`config.mk`:
```
export PLATFORM = sky130hd
export DESIGN_NAME = seg7_scan_driver
export DESIGN_NICKNAME = d
export VERILOG_FILES = /design/src/rtl/seg7_scan_driver.sv
export SDC_FILE = /design/constraint.sdc
export NUM_CORES = 1
export LEC_CHECK = 0
export CORE_MARGIN = 5
export CORE_UTILIZATION = 58
export DETAILED_ROUTE_END_ITERATION = 6
export HOLD_SLACK_MARGIN = 0.15
export PLACE_DENSITY = 0.88
export SLEW_MARGIN = 20
export SYNTH_ARGS = -nofsm -noshare
export SYNTH_HDL_FRONTEND = slang
export SYNTH_SLANG_ARGS = --single-unit
```
`constraint.sdc`:
```
create_clock -name clk -period 5 [get_ports clk]
set_clock_uncertainty 0.15 [all_clocks]
set_input_delay 1.25 -clock clk [delete_from_list [all_inputs] [get_ports clk]]
set_output_delay 1.25 -clock clk [all_outputs]
set_load 0.02 [all_outputs]
```
`src/rtl/seg7_scan_driver.sv`:
```
// -----------------------------------------------------------------------------
// seg7_scan_driver
//
// Multi-digit seven-segment display driver. Holds a packed hex word captured
// on a load strobe and scans its nibbles, one digit at a time, onto a shared
// segment bus. Each digit is driven for REFRESH_DIV clocks per scan slot. The
// driver adds per-digit blanking, leading-zero suppression and a whole-display
// blink whose half-period is BLINK_FRAMES full scan frames.
//
// Ports:
//   clk          system clock
//   rst_n        asynchronous active-low reset
//   load         capture data_in into the display register this cycle
//   data_in      packed hex digits, nibble i = bits [4i+3:4i] (digit 0 = LSN)
//   blank_mask   bit i = 1 forces digit i dark (sampled live)
//   lz_suppress  blank leading zero digits (sampled live)
//   blink_en     enable whole-display blink (sampled live)
//   seg          registered segment bus {g,f,e,d,c,b,a}
//   an           registered one-hot digit enable
//   frame_tick   one-cycle pulse when the scan wraps to digit 0
//
// Polarity: ACTIVE_LOW = 1 drives both seg and an low for "on".
// -----------------------------------------------------------------------------
module seg7_scan_driver #(
  parameter int NUM_DIGITS   = 4,
  parameter int REFRESH_DIV  = 50000,
  parameter int BLINK_FRAMES = 64,
  parameter int ACTIVE_LOW   = 1
) (
  input  logic                    clk,
  input  logic                    rst_n,
  input  logic                    load,
  input  logic [4*NUM_DIGITS-1:0] data_in,
  input  logic [NUM_DIGITS-1:0]   blank_mask,
  input  logic                    lz_suppress,
  input  logic                    blink_en,
  output logic [6:0]              seg,
  output logic [NUM_DIGITS-1:0]   an,
  output logic                    frame_tick
);

  localparam int CNT_W = (REFRESH_DIV  > 1) ? $clog2(REFRESH_DIV)  : 1;
  localparam int IDX_W = (NUM_DIGITS   > 1) ? $clog2(NUM_DIGITS)   : 1;
  localparam int FRM_W = (BLINK_FRAMES > 1) ? $clog2(BLINK_FRAMES) : 1;

  localparam logic [CNT_W-1:0] CNT_LAST = CNT_W'(REFRESH_DIV - 1);
  localparam logic [IDX_W-1:0] IDX_LAST = IDX_W'(NUM_DIGITS - 1);
  localparam logic [FRM_W-1:0] FRM_LAST = FRM_W'(BLINK_FRAMES - 1);

  localparam logic [6:0] SEG_DARK = 7'h00;

  // Hex digit to active-high segment pattern {g,f,e,d,c,b,a}.
  function automatic logic [6:0] hex7(input logic [3:0] nib);
    logic [6:0] pat;
    case (nib)
      4'h0:    pat = 7'b0111111;
      4'h1:    pat = 7'b0000110;
      4'h2:    pat = 7'b1011011;
      4'h3:    pat = 7'b1001111;
      4'h4:    pat = 7'b1100110;
      4'h5:    pat = 7'b1101101;
      4'h6:    pat = 7'b1111101;
      4'h7:    pat = 7'b0000111;
      4'h8:    pat = 7'b1111111;
      4'h9:    pat = 7'b1101111;
      4'hA:    pat = 7'b1110111;
      4'hB:    pat = 7'b1111100;
      4'hC:    pat = 7'b0111001;
      4'hD:    pat = 7'b1011110;
      4'hE:    pat = 7'b1111001;
      default: pat = 7'b1110001;
    endcase
    return pat;
  endfunction

  // Map active-high segment intent onto the board's pin polarity.
  function automatic logic [6:0] seg_level(input logic [6:0] on);
    return (ACTIVE_LOW != 0) ? ~on : on;
  endfunction

  // Map active-high digit-enable intent onto the board's pin polarity.
  function automatic logic [NUM_DIGITS-1:0] an_level(input logic [NUM_DIGITS-1:0] on);
    return (ACTIVE_LOW != 0) ? ~on : on;
  endfunction

  // ---------------------------------------------------------------------------
  // Stage p0: display register, scan timing and blink state
  // ---------------------------------------------------------------------------
  logic [4*NUM_DIGITS-1:0] disp_p0;
  logic [CNT_W-1:0]        refresh_cnt_p0;
  logic [IDX_W-1:0]        idx_p0;
  logic [FRM_W-1:0]        frame_cnt_p0;
  logic                    hidden_p0;

  logic slot_end_p0;
  logic frame_end_p0;

  assign slot_end_p0  = (refresh_cnt_p0 == CNT_LAST);
  assign frame_end_p0 = slot_end_p0 && (idx_p0 == IDX_LAST);

  always_ff @(posedge clk or negedge rst_n) begin
    if (!rst_n) begin
      disp_p0        <= '0;
      refresh_cnt_p0 <= '0;
      idx_p0         <= '0;
      frame_cnt_p0   <= '0;
      hidden_p0      <= 1'b0;
    end else begin
      // A load coinciding with a slot advance is fine: the next digit is
      // decoded from the freshly loaded word on the following cycle.
      if (load) begin
        disp_p0 <= data_in;
      end

      if (slot_end_p0) begin
        refresh_cnt_p0 <= '0;
        idx_p0         <= (idx_p0 == IDX_LAST) ? '0 : idx_p0 + IDX_W'(1);
      end else begin
        refresh_cnt_p0 <= refresh_cnt_p0 + CNT_W'(1);
      end

      // Blink phase keeps running even while blink_en is low, so enabling
      // blink later does not restart the rhythm.
      if (frame_end_p0) begin
        if (frame_cnt_p0 == FRM_LAST) begin
          frame_cnt_p0 <= '0;
          hidden_p0    <= ~hidden_p0;
        end else begin
          frame_cnt_p0 <= frame_cnt_p0 + FRM_W'(1);
        end
      end
    end
  end

  // Select the current digit and work out whether it is a leading zero.
  // Walking from the top digit down, lz_run stays set while every nibble
  // seen so far (including this one) is zero.
  logic [3:0]            nibble_p0;
  logic                  mask_sel_p0;
  logic                  lz_sel_p0;
  logic                  lz_run_p0;
  logic [NUM_DIGITS-1:0] an_hot_p0;
  logic                  blank_p0;

  always_comb begin
    nibble_p0   = 4'h0;
    mask_sel_p0 = 1'b0;
    lz_sel_p0   = 1'b0;
    lz_run_p0   = 1'b1;
    an_hot_p0   = '0;
    for (int i = NUM_DIGITS - 1; i >= 0; i--) begin
      lz_run_p0 = lz_run_p0 & (disp_p0[4*i +: 4] == 4'h0);
      if (idx_p0 == IDX_W'(i)) begin
        nibble_p0    = disp_p0[4*i +: 4];
        mask_sel_p0  = blank_mask[i];
        // Digit 0 always shows, so a zero value displays a single "0".
        lz_sel_p0    = lz_run_p0 && (i != 0);
        an_hot_p0[i] = 1'b1;
      end
    end
  end

  assign blank_p0 = mask_sel_p0
                  | (lz_suppress & lz_sel_p0)
                  | (blink_en & hidden_p0);

  // ---------------------------------------------------------------------------
  // Stage p1: registered pin drive
  // ---------------------------------------------------------------------------
  // The digit enable stays asserted on blank digits; only the segments go dark.
  always_ff @(posedge clk or negedge rst_n) begin
    if (!rst_n) begin
      seg        <= seg_level(SEG_DARK);
      an         <= an_level('0);
      frame_tick <= 1'b0;
    end else begin
      seg        <= seg_level(blank_p0 ? SEG_DARK : hex7(nibble_p0));
      an         <= an_level(an_hot_p0);
      frame_tick <= frame_end_p0;
    end
  end

endmodule

```
==> metrics <==
number of global-route vias before repair=1,943; required time of the critical path=5.10 ns; PnR Total Power=0.825 mW; CTS H-tree depth=2; FFs w/ async S/R, synth=100%; maximum operating frequency=328 MHz; syn_nets=279; core area=0.00438 mm^2; post-route design area=0.00312 mm^2; EDFF count, synth=0; fraction of layout cells with a size suffix above 1=14.4%; post-synth top area share=39.8%; Hold Buf Count CTS=0; count leader, synth=dfrtp_1; Nets=313; outcome=finished clean; routed len/inst=16.0 um; PD cells=265 mW/mm^2; IO Pins=37; Die Span Y=77.5 um; Final period util=61.0%; max-cap viol count=0; pre-CTS setup slack=1.68 ns; Post-CTS Resized=0; final WL=5260 um; Worst-Skew Late Latency=0.31 ns; GRT Util Overall=18.9%; area leader, netlist=dfrtp_1; GPL Wtd Cong=0.836; Area contributors post-synth=dfrtp_1 40%, dfstp_2 11%, mux2_2 6.8%; largest stage delay on the critical path=0.59 ns; Initial Utilization=60.3%; die area=0.00601 mm^2; Yosys cell types=47; CP endpoint kind=flop; CP max FO=6; relative slew slack=51.5%; Placed Area=0.00302 mm^2; setup TNS=0 ns; area delta synth->final=17.9%; Final setup violation count=0; grt ovf=0; Yosys warning count=0; largest net degree at the start of global routing=54; #FFs+latches synth=53; Final Hold Viols=0; Min Clock Period, post-route=3.05 ns; ANT cells=0; cell count after synthesis=242; Synth Area per Inst=10.9 um^2; CP max-delay cell=or4b_2; ANT nets after route=0; leak pwr=1.37 nW; row count=24; Final Max Slew Viols=0; synthesized area=0.00264 mm^2; Worst-Margin Slew=0.722 ns; crit-path cells=clkdlybuf4s50_1 > or4b_2 > o21ai_0 > o32ai_1 > nor2_1 > a311o_1; initial antenna violation count=0; Seq/Total Area, Yosys=50.7%; postcts setup bufs=0; peak ir drop on the vdd network=0.000202 V; Worst EP arrival=3.15 ns; CTS clk-pin slew, worst paths=0.09 ns; hold slack=0.335 ns; I/O Buffers=36; PnR worst setup slack=1.95 ns; total number of vias=1,951; Die Wd=77.5 um; Worst Hold Class=flop to flop; crit path launch type=primary input; CTS tree=done; clk buf depth=2; unrepaired setup endpoints after global routing=no; Synth Flop Type=dfrtp_1; hpwl dp=3850 um; drt via density=5.93; Setup CP Type=primary input to flop; Synth top cells by count=42 x dfrtp_1, 17 x nor2_1, 16 x mux2_2; # DRC=0; DRT Pass-1 Iters=4; iteration-0 DRC count of the detailed router=101; clock root buffer=clkbuf_8; Sink Count=53; Num CTS Buffers=5; first-pass GRT wire length=9320 um
## cells in the final DEF, fill, tap and decap left out, drive strengths merged, types with 3 or more instances in the layout
| master | n |
|---|---|
| nand4 | 5 |
| a221o | 5 |
| ha | 12 |
| nand3 | 12 |
| xor2 | 7 |
| nor2 | 17 |
| xnor2 | 9 |
| and3 | 6 |
| or4b | 3 |
| a21oi | 6 |
| dfstp | 11 |
| dfrtp | 42 |
| clkbuf | 7 |
| clkdlybuf4s50 | 35 |
| a31oi | 3 |
| nor4 | 3 |
| nor3 | 6 |
| o21ai | 11 |
| mux2 | 16 |
| nand2 | 15 |
| inv | 13 |
| o22ai | 3 |
## state kept, by name (all words and copies together), names as in the netlist
signal / flops
an: 4
disp_p0: 16
frame_cnt_p0: 6
frame_tick: 1
hidden_p0: 1
idx_p0: 2
refresh_cnt_p0: 16
seg: 7
## cell families after synthesis
kind of cell	synth area share, %
AOI/OAI and AO/OA	11.3
and+or+nand+nor	16.4
xor gates and xnor gates	5.30
adders and majority gates	5.68
DFF	50.7
buffers and inverters	3.45
muxes	7.19
## metal layers
layer	wire, um	GRT usage, %	vias to the layer above	part of all wire (%)
met5	0	0	-	0
met4	98	7.90	0	1.9
met3	204	4.05	8	3.9
met2	2430	27.1	44	46
met1	2530	27.9	968	48
li1	-	-	931	-
## worst max-delay path, delay by kind of cell
family | cells | cell delay (ns)
simple gates | 2 | 0.94
compound gates | 3 | 0.48
buf+inv | 1 | 0.47
## path summary, 6_finish.rpt
check | startpoint | end | slack (ns) | cells past startpoint
max | lz_suppress | seg[2] | 1.95 | 6
min reg2reg | frame_cnt_p0[5] | frame_cnt_p0[5] | 0.34 | 1
min in group asynchronous | rst_n | refresh_cnt_p0[13] | 0.81 | 1
max reg2reg | idx_p0[0] | seg[6] | 2.10 | 10
min | frame_cnt_p0[5] | frame_cnt_p0[5] | 0.34 | 1
max in group asynchronous | rst_n | disp_p0[1] | 3.46 | 1
## where the power goes
group	total (mW)	internal [mW]	switching (mW)	leakage, nW
logic	0.112	0.0576	0.0545	0.677
clock network	0.248	0.113	0.136	0.0445
registers	0.464	0.453	0.0117	0.652
## layout make-up
type                       count  area (um^2)
clock buffer                   7         86.3
clock inverter                 1         7.51
fill                         315         1270
inverter                      13         48.8
multi-input combinational    167         1210
sequential                    53         1340
tap                           52         65.1
timing repair buffer          36          358
## stage by stage
step	util [%]	std cells
final	71.1	329
after global routing	71.1	329
after CTS	71.1	329
after detailed placement	68.9	321
after global placement	68.9	321
after floorplan	-	242
Note: power is estimated with default switching activity, not from simulation.
